===== src/rtl/kgp_imem_pkg.sv =====
// Shared widths, the halt sentinel and FSM state encodings for the boot arbiter.
// Combinational definitions only; no timing or handshake of its own.
package kgp_imem_pkg;
   localparam int          ADDR_W    = 6;
   localparam int          DATA_W    = 32;
   localparam logic [31:0] HALT_WORD = 32'hFFFF_FFFF;

   typedef enum logic [2:0] {
      ST_LOAD  = 3'd0,
      ST_WRITE = 3'd1,
      ST_TERM  = 3'd2,
      ST_RUN   = 3'd3,
      ST_HALT  = 3'd4,
      ST_ERR   = 3'd5
   } state_t;
endpackage


===== src/rtl/imem_byte_packer.sv =====
// Packs loader bytes big-endian into 32-bit words; word_valid flags the cycle the 4th byte lands.
// Zero latency on word_valid/partial; accepts a byte whenever take is high.
module imem_byte_packer (
   input  logic        clk,
   input  logic        rst_n,
   input  logic        take,
   input  logic        clear,
   input  logic [7:0]  ld_byte,
   output logic [31:0] word,
   output logic        word_valid,
   output logic        partial
);
   logic [1:0]  byte_cnt;
   logic [31:0] shreg;

   always_ff @(posedge clk) begin
      if (!rst_n) begin
         byte_cnt <= 2'd0;
         shreg    <= 32'd0;
      end else if (take) begin
         shreg    <= {shreg[23:0], ld_byte};
         byte_cnt <= byte_cnt + 2'd1;
      end else if (clear) begin
         byte_cnt <= 2'd0;
      end
   end

   assign word       = shreg;
   assign word_valid = take && (byte_cnt == 2'd3);
   // Reflects the count after this cycle's byte, so a same-cycle ld_done sees it.
   assign partial    = take || (byte_cnt != 2'd0);
endmodule


===== src/rtl/imem_boot_arbiter.sv =====
// Owns the instruction memory port: boot-loads packed words plus sentinel, then serves fetches.
// Fetch latency 1 cycle, back-to-back; loader stalled (ld_ready=0) outside LOAD.
module imem_boot_arbiter
   import kgp_imem_pkg::*;
#(
   parameter int                ADDR_W    = kgp_imem_pkg::ADDR_W,
   parameter int                DATA_W    = kgp_imem_pkg::DATA_W,
   parameter logic [DATA_W-1:0] HALT_WORD = kgp_imem_pkg::HALT_WORD
) (
   input  logic              clk,
   input  logic              rst_n,
   input  logic              ld_valid,
   input  logic [7:0]        ld_byte,
   output logic              ld_ready,
   input  logic              ld_done,
   input  logic              fetch_req,
   input  logic [ADDR_W-1:0] fetch_addr,
   output logic [DATA_W-1:0] fetch_instr,
   output logic              fetch_valid,
   output logic              fetch_halt,
   output logic              cpu_run,
   output logic              load_err,
   output logic              mem_we,
   output logic [ADDR_W-1:0] mem_addr,
   output logic [DATA_W-1:0] mem_wdata,
   input  logic [DATA_W-1:0] mem_rdata
);
   localparam logic [ADDR_W-1:0] PTR_ONE = {{(ADDR_W-1){1'b0}}, 1'b1};

   state_t            state;
   logic [ADDR_W-1:0] wr_ptr;
   logic              term_pend;
   logic              take;
   logic [31:0]       word;
   logic              word_valid;
   logic              partial;

   assign take = ld_valid && (state == ST_LOAD);

   imem_byte_packer u_packer (
      .clk        (clk),
      .rst_n      (rst_n),
      .take       (take),
      .clear      (state == ST_WRITE),
      .ld_byte    (ld_byte),
      .word       (word),
      .word_valid (word_valid),
      .partial    (partial)
   );

   always_ff @(posedge clk) begin
      if (!rst_n) begin
         state       <= ST_LOAD;
         wr_ptr      <= '0;
         term_pend   <= 1'b0;
         fetch_instr <= '0;
         fetch_valid <= 1'b0;
      end else begin
         fetch_valid <= 1'b0;
         case (state)
            ST_LOAD: begin
               // An ld_done arriving with the 4th byte is remembered and honoured after the write.
               if (word_valid) begin
                  state     <= ST_WRITE;
                  term_pend <= ld_done;
               end else if (ld_done) begin
                  state <= partial ? ST_ERR : ST_TERM;
               end
            end
            ST_WRITE: begin
               wr_ptr    <= wr_ptr + PTR_ONE;
               term_pend <= 1'b0;
               if (wr_ptr == '1)   state <= ST_RUN;
               else if (term_pend) state <= ST_TERM;
               else                state <= ST_LOAD;
            end
            ST_TERM: state <= ST_RUN;
            ST_RUN: begin
               if (fetch_req) begin
                  if (mem_rdata == HALT_WORD) begin
                     fetch_instr <= '0;
                     state       <= ST_HALT;
                  end else begin
                     fetch_instr <= mem_rdata;
                     fetch_valid <= 1'b1;
                  end
               end
            end
            default: ;
         endcase
      end
   end

   assign ld_ready   = (state == ST_LOAD);
   assign cpu_run    = (state == ST_RUN);
   assign fetch_halt = (state == ST_HALT);
   assign load_err   = (state == ST_ERR);
   assign mem_we     = (state == ST_WRITE) || (state == ST_TERM);
   assign mem_addr   = (state == ST_RUN) ? fetch_addr : wr_ptr;
   assign mem_wdata  = (state == ST_WRITE) ? word :
                       (state == ST_TERM)  ? HALT_WORD : '0;
endmodule


===== config.mk =====
export PLATFORM = sky130hd
export DESIGN_NAME = imem_boot_arbiter
export DESIGN_NICKNAME = d
export VERILOG_FILES = /design/src/rtl/kgp_imem_pkg.sv /design/src/rtl/imem_byte_packer.sv /design/src/rtl/imem_boot_arbiter.sv
export SDC_FILE = /design/constraint.sdc
export NUM_CORES = 1
export LEC_CHECK = 0
export CAP_MARGIN = 10
export CORE_UTILIZATION = 40
export DETAILED_ROUTE_END_ITERATION = 7
export PLACE_DENSITY = 0.74
export SETUP_SLACK_MARGIN = 0.2
export SLEW_MARGIN = 30
export SYNTH_ARGS = -nofsm -noshare
export SYNTH_HDL_FRONTEND = slang
export SYNTH_SLANG_ARGS = --single-unit

===== constraint.sdc =====
create_clock -name clk -period 4.5 [get_ports clk]
set_clock_uncertainty 0.1 [all_clocks]
set_input_delay 0.675 -clock clk [delete_from_list [all_inputs] [get_ports clk]]
set_output_delay 0.675 -clock clk [all_outputs]
set_load 0.02 [all_outputs]

Yosys cells after proc, flatten, opt, wreduce, memory -nomap -nowiden
Cells that the tools add are included.
W data, S select, Z words.

storage, ports and cells
  register bits after elaboration = 77
  input port bits = 51
  output and inout port bits = 76
  logic and storage cells = 51

operators by class
  add/subtract/negate cells = 2
  equality and inequality tests = 12
  muxes and demuxes = 17
  reduce and logical (&&, ||, !) cells = 13

operator list
  kind                    number
  $mux W32                3
  $eq A32 B32 Y1 const B  1
  $mux W3                 5
  $pmux W3 S4             1
  $mux W2                 4
  $add A6 B1 Y6 const B   1
  $eq A3 B2 Y1 const B    2
  $eq A3 B3 Y1 const B    2
  $eq A6 B6 Y1 const B    1
  $mux W6                 1
  $reduce_bool A2 Y1      3
  $ne A2 B1 Y1 const B    2
  $reduce_and A2 Y1       2
  $reduce_and A4 Y1       1
  $reduce_bool A4 Y1      1
  $eq A3 B1 Y1 const B    1
  $logic_not A3 Y1        1
  $ne A3 B1 Y1 const B    1
  $reduce_and A3 Y1       1
  $add A2 B1 Y2 const B   1
  $eq A2 B2 Y1 const B    1
  $logic_and A1 B1 Y1     2
  $logic_or A1 B1 Y1      2
  $mux W1                 2
  2 further kinds         2

Longest topological paths before layout
Gate-level depths: netlist of run 1.

  depth in word-level cells = 7
  mapped depth = 8
  mapped depth without buffers = 6

Cells and area by module
A second synthesis of run 1 with hierarchy kept.

second synthesis, totals
  cells, all modules = 433
  area, all modules = 3803.6 µm²

modules (own cells, without submodules)
  module             times used  cells an instance  area each (µm²)  sequential area each (µm²)
  imem_boot_arbiter  1           317                2514.9           860.8
  imem_byte_packer   1           116                1288.7           680.7

Worst setup path before layout of run 1
OpenSTA, ideal clock, no wires.

  kind = reg-to-output
  from = reg state[1]
  to = out mem_wdata[22]
  data arrival time = 1410 ps
  required time = 3725 ps
  path slack = 2315 ps
  stages on the path, launching flop included = 6
  path buffers = 3
  cells stage by stage = dfxtp_1 > buf_2 > nor3b_2 > buf_2 > buf_2 > a21o_1

between the ends
  cells in the longest elaborated chain, start to end = 3
  elaborated cells on any way between the ends = 4
  classes of those cells = 2 x eq/ne; 2 x mux

RTL lines
  item                    RTL line                  text
  from (decl)             imem_boot_arbiter.sv:30   state_t state;
  from (signal assigned)  imem_boot_arbiter.sv:67   state <= partial ? ST_ERR : ST_TERM;
  $eq A3 B2 Y1            imem_boot_arbiter.sv:101  (state == ST_TERM) ? HALT_WORD : '0;
  $mux W32                imem_boot_arbiter.sv:101
  $mux W32 (*)            imem_boot_arbiter.sv:100  assign mem_wdata = (state == ST_WRITE) ? word :
  to (decl)               imem_boot_arbiter.sv:25   output logic [DATA_W-1:0] mem_wdata,

Mark *: on every way between the ends. The rest lies on a longest branch, timed or not.

Final worst setup path of run 1
  from = reg state[0]
  to = out mem_wdata[28]

The elaborated chain is that of the path after synthesis.

==> results of run 1 <==
per-stage QoR:
step                cell area [um2]  setup WS, ns  utilization, %  std cells
floorplan                      3310          2.31               -        359
global placement               4620          1.58            58.8        564
detailed placement             4620          1.54            58.8        564
CTS                            4840          1.17            61.7        580
global route                   4840          1.02            61.7        580
finish                         4840          1.18            61.7        580
state kept, by name, summed over array words and instances (netlist names):
| name | flops |
|---|---|
| fetch_instr | 32 |
| u_packer.word | 32 |
| wr_ptr | 6 |
| state | 3 |
| u_packer.byte_cnt | 2 |
| fetch_valid | 1 |
| term_pend | 1 |
logic make-up (layout without fill, tap and decap cells):
| group | count (synthesis) | after routing | synth area share (%) |
|---|---|---|---|
| XOR/XNOR | 5 | 5 | 1.32 |
| adder cells (fa/ha/maj) | 3 | 3 | 1.13 |
| AND/OR/NAND/NOR | 124 | 124 | 18.5 |
| buffers and inverters | 34 | 153 | 4.87 |
| multiplexers | 2 | 2 | 0.604 |
| flip-flops | 77 | 77 | 46.5 |
| AO/OA/AOI/OAI | 114 | 114 | 27.0 |
cell usage after synthesis (4+ instances only):
master / count
a21boi_1: 31
a21o_1: 33
a22o_1: 32
and2_1: 5
buf_2: 19
clkbuf_1: 7
dfxtp_1: 77
inv_1: 4
nand2_1: 86
nand4_1: 10
nor2b_1: 4
xnor2_1: 4
power breakdown:
part / internal [mW] / switching, mW
Sequential: 0.731 / 0.0706
Combinational: 0.436 / 0.499
Clock: 0.343 / 0.245
cell usage in the layout, fill, tap and decap left out, types with 2 or more instances in the layout:
master | netlist | layout
a22o_1 | 32 | 32
nand4_1 | 10 | 10
clkbuf_8 | 0 | 11
nor2b_1 | 4 | 4
nor3_1 | 3 | 3
xnor2_1 | 4 | 4
o21ai_0 | 2 | 2
dfxtp_1 | 77 | 77
buf_4 | 2 | 5
clkdlybuf4s50_1 | 0 | 126
clkbuf_1 | 7 | 2
a21o_1 | 33 | 33
and2_1 | 5 | 5
bufinv_16 | 0 | 2
ha_1 | 3 | 3
nor4_2 | 2 | 2
inv_1 | 4 | 4
and3_1 | 2 | 2
nand2_1 | 86 | 86
nor2_1 | 2 | 2
a21oi_1 | 3 | 3
a31oi_1 | 3 | 3
a21boi_0 | 3 | 3
a21boi_1 | 31 | 30
mux2i_1 | 2 | 2
final timing paths:
path | to | start | cells past startpoint
hold / removal | u_packer.word[26] | u_packer.word[26] | 2
setup reg to reg | fetch_instr[14] | state[0] | 5
hold reg to reg | u_packer.word[26] | u_packer.word[26] | 2
setup / recovery | mem_wdata[28] | state[0] | 4
area by class of cell:
cell class / count / area [um2] / share of cell area (%)
Clock buffer: 13 / 159 / 3.28
Clock inverter: 3 / 67.6 / 1.39
Inverter: 6 / 25.0 / 0.517
Multi-Input combinational cell: 248 / 1630 / 33.5
Sequential cell: 77 / 1540 / 31.8
Tap cell: 102 / 128 / 2.63
Timing Repair Buffer: 131 / 1300 / 26.8
routing by layer:
metal | share of wire, % | wire length (um) | track usage, %
met1 | 47 | 3900 | 26.3
met2 | 44 | 3650 | 30.8
met3 | 6.8 | 564 | 4.47
met4 | 2.0 | 162 | 9.23
met5 | 0 | 0 | 0
worst max-delay path, cell delays in order (launching register included):
cell	delay [ns]
dfxtp_1	0.71
nor3b_4	0.27
buf_4	0.39
a21o_1	0.18
clkdlybuf4s50_1	0.62
==> flow_summary.toml, run 1 <==
[die]
die-area_um2 = 8650
core_area_um2 = 7850
dieWidth_um = 93.0
die_h_um = 93.0
start_util_pct = 42.2
num_io_pins = 127
rows = 32

[job]
cap_violations = 0

[critical_path]
critPathLaunchType = "register"
cp_max_fo = 41
end_kind = "output pin"
r2r_slack_ns = 2.19
required_ns = 3.72
crit_type = "reg2out"
crit_arrival_ns = 2.54

[global_route]
grt_pass1_wl_um = 13600
grt_use_total_pct = 19.9
grt_pass1_vias = 2786
antenna_found_initial = 0
grt_overflow_total = 0
grt_start_max_net_pins = 47

[timing]
setup_violations = 0
drv_slew = 0
final.period_utilization_pct = 73.8
rsz0062_at_grt = "no"
period_minus_slack_ns = 3.32
setup_tns_ns = 0
max_freq_ghz = 0.301
whs_ns = 0.354
hold_viol_final = 0
slew_headroom_pct = 43.5
tightest_slew_ns = 0.845

[clock_network]
clock-root-buffer = "clkbuf_8"
cts_tree = "yes"
insertion_delay_ns = 0.35
postCtsSetupBuffers = 0
ctsResizeCount = 0
cts_made_buffers = 9
htreeDepth = 3
clk_pin_slew_worst_paths_ns = 0.07
clockBufferDepth = 2
clkSinkCount = 77
cts_hold_buf = 0

[drt]
antenna_left = 0
routed_wl_um = 8270
routedWlPerCell_um = 14.3
vias = 2967
drcViolationCount = 0
viasPerCell = 5.12
drt-initial-drc-count = 126
drtPass1Iterations = 4

[synthesis]
synthArstFlopShare_pct = 0
ys_ff_latch = 77
syn_area_per_cell_um2 = 9.23
yosysWarningCount = 0
synth.distinct_cells = 43
synth.top_cells.by_area = "dfxtp_1, nand2_1, a22o_1"
syn_inst = 359
yosysSeqAreaShare_pct = 46.5
syn-num-nets = 413
synth_top_flop_cell = "dfxtp_1"
synthDominantCellAreaShare_pct = 46.5
synth_top_cell_by_area = "dfxtp_1"
synth-edff-count = 0
synth.cell_area_um2 = 3310

[run_status]
status = "completed"

[hold_path]
min_path_type = "reg2reg"

[cells_and_area]
syn_to_final_growth_pct = 46.3
antenna_cells = 0
fill_cells = 697
layout-drive-gt1-share_pct = 6.90
layout.nets = 527

[power_and_ir_drop]
finalPower_mw = 2.33
p_leak_nw = 2.00
power_density_nw_per_um2 = 480
peakVddDrop_mv = 0.258

[placed_design]
io_buffers = 126
place_hpwl_um = 5520
gp_congestion = 0.796
Note: power is estimated with default switching activity, not from simulation.
==> run 2: changes to the inputs <==
PLACE_DENSITY = 0.77   (was 0.74)
clock period = 2.8 ns   (was 4.5 ns; I/O delays follow)
==> run 2 against run 1 <==
Compared with the run above: cell area grew 0.52%; first-iteration DRC count is 0.79% higher; via count rose by 1.2%; power grew 56%; critical path type unchanged.
==> flow_summary.toml, run 2 (synthesized netlist as in run 1, its figures left out) <==
[clock_network]
clkSinkCount = 77
htreeDepth = 3
clk_pin_slew_worst_paths_ns = 0.08
insertion_delay_ns = 0.35
clockBufferDepth = 2
cts_hold_buf = 0
cts_made_buffers = 9
clock-root-buffer = "clkbuf_8"
cts_tree = "yes"

[critical_path]
cp_slowest_stage_delay_ns = 0.59
end_kind = "output pin"
crit_chain = "buf_4, nand3_4, inv_4, nand2_1, nand2_1, clkdlybuf4s50_1"
required_ns = 2.28
critPathBufInv = 3
path_delay_family = "buffers and inverters"
crit_arrival_ns = 1.95
cp_slowest_cell = "clkdlybuf4s50_1"
critPathLaunchType = "register"
crit_type = "reg2out"
cp_max_fo = 14
path_common_cell = "nand2_1"
ff2ff_path_depth = 6
cp.depth = 6

[hold_path]
min_path_type = "reg2reg"
whs_path_depth = 2

[timing]
tightest_slew_ns = 0.817
final.period_utilization_pct = 88.1
slew_headroom_pct = 45.4
period_minus_slack_ns = 2.47
rsz0062_at_grt = "no"
max_freq_ghz = 0.405
setup_tns_ns = 0
setup_violations = 0
drv_slew = 0
worst_slack_ns = 0.333
hold_viol_final = 0

[cells_and_area]
layout_common_cells = "clkdlybuf4s50_1, nand2_1, dfxtp_1, a21o_1, a22o_1"
layout-drive-gt1-share_pct = 8.30
antenna_cells = 0
final_cell_area_um2 = 4870
multi_input_area_um2 = 1630
layout.nets = 531
final-seq-area_um2 = 1550
syn_to_final_growth_pct = 47.0
fill_cells = 686
layout_commonest_cell = "clkdlybuf4s50_1"

[die]
rows = 32
core_area_um2 = 7850
start_util_pct = 42.2
dieWidth_um = 93.0
num_io_pins = 127
die-area_um2 = 8650
die_h_um = 93.0

[global_route]
grt_use_total_pct = 20.2
grt_start_max_net_pins = 45
grt_pass1_vias = 2887
grt_pass1_wl_um = 14100
antenna_found_initial = 0
grt_overflow_total = 0

[power_and_ir_drop]
p_leak_nw = 2.28
pwr-share-clk_pct = 24.2
peakVddDrop_mv = 0.497
p_comb_share_pct = 41.1
finalPower_mw = 3.62
power_density_nw_per_um2 = 744
p_switching_mw = 1.35
netSwitchingFraction_pct = 37.3
seqPwrFrac_pct = 34.7
p_int_mw = 2.27

[placed_design]
pre_cts_ws_ns = 0.354
io_buffers = 126
place_hpwl_um = 5830
gp_congestion = 0.866
place_area_um2 = 4670

[job]
cap_violations = 0

[drt]
vias = 3002
antenna_left = 0
drcViolationCount = 0
viasPerCell = 5.14
routed_wl_um = 8550
routedWlPerCell_um = 14.6
drt-initial-drc-count = 127
drtPass1Iterations = 4

[run_status]
status = "completed"
-- run 2: final timing paths --
path	slack, ns	endpoint	startpoint
worst max register to register	0.77	fetch_instr[28]	state[0]
worst min-delay path	0.36	u_packer.word[27]	u_packer.word[27]
worst max-delay path	0.33	mem_addr[1]	state[0]
worst min register to register	0.36	u_packer.word[27]	u_packer.word[27]
-- run 2: per-stage QoR --
stage               cells  hold WS (ns)  util (%)
floorplan             359         0.336         -
global route          584         0.389      62.1
CTS                   584         0.360      61.8
global placement      568         0.344      59.6
detailed placement    568         0.349      59.6
finish                584         0.358      62.1
-- run 2: layout make-up --
cell class,count,share of cell area (%)
well taps,102,2.62
repair buffers,135,27.4
inverters,6,0.514
multi-input cells,248,33.4
flip-flops and latches,77,31.8
clock inverters,5,1.18
clock buffers,11,3.11
-- run 2: metal layers --
layer / up-vias / share of wire, % / GRT usage, %
met5: - / 0 / 0
met4: 0 / 1.5 / 6.41
met3: 11 / 6.7 / 4.47
met2: 109 / 44 / 32.3
met1: 1385 / 48 / 27.1
li1: 1497 / - / -
-- run 2: power by group through the flow --
stage | registers, mW | logic, mW | clock network [mW]
2_1_floorplan | 1.28 | 0.892 | 0
3_3_place_gp | 1.27 | 1.61 | 0
3_5_place_dp | 1.28 | 1.62 | 0
4_1_cts | 1.26 | 1.51 | 0.889
5_1_grt | 1.27 | 1.61 | 0.938
6_report | 1.26 | 1.49 | 0.874
-- run 2: repair_timing --
action	4_1_cts	5_1_grt
gates resized for setup	33	8
endpoints found under the setup margin	35	8
setup buffers	0	0
-- run 2: worst min-delay path: cells and delay by family, from the launching register on --
| kind | cells | cell delay [ns] |
|---|---|---|
| simple gates | 1 | 0.05 |
| flops | 1 | 0.32 |
| compound gates | 1 | 0.05 |
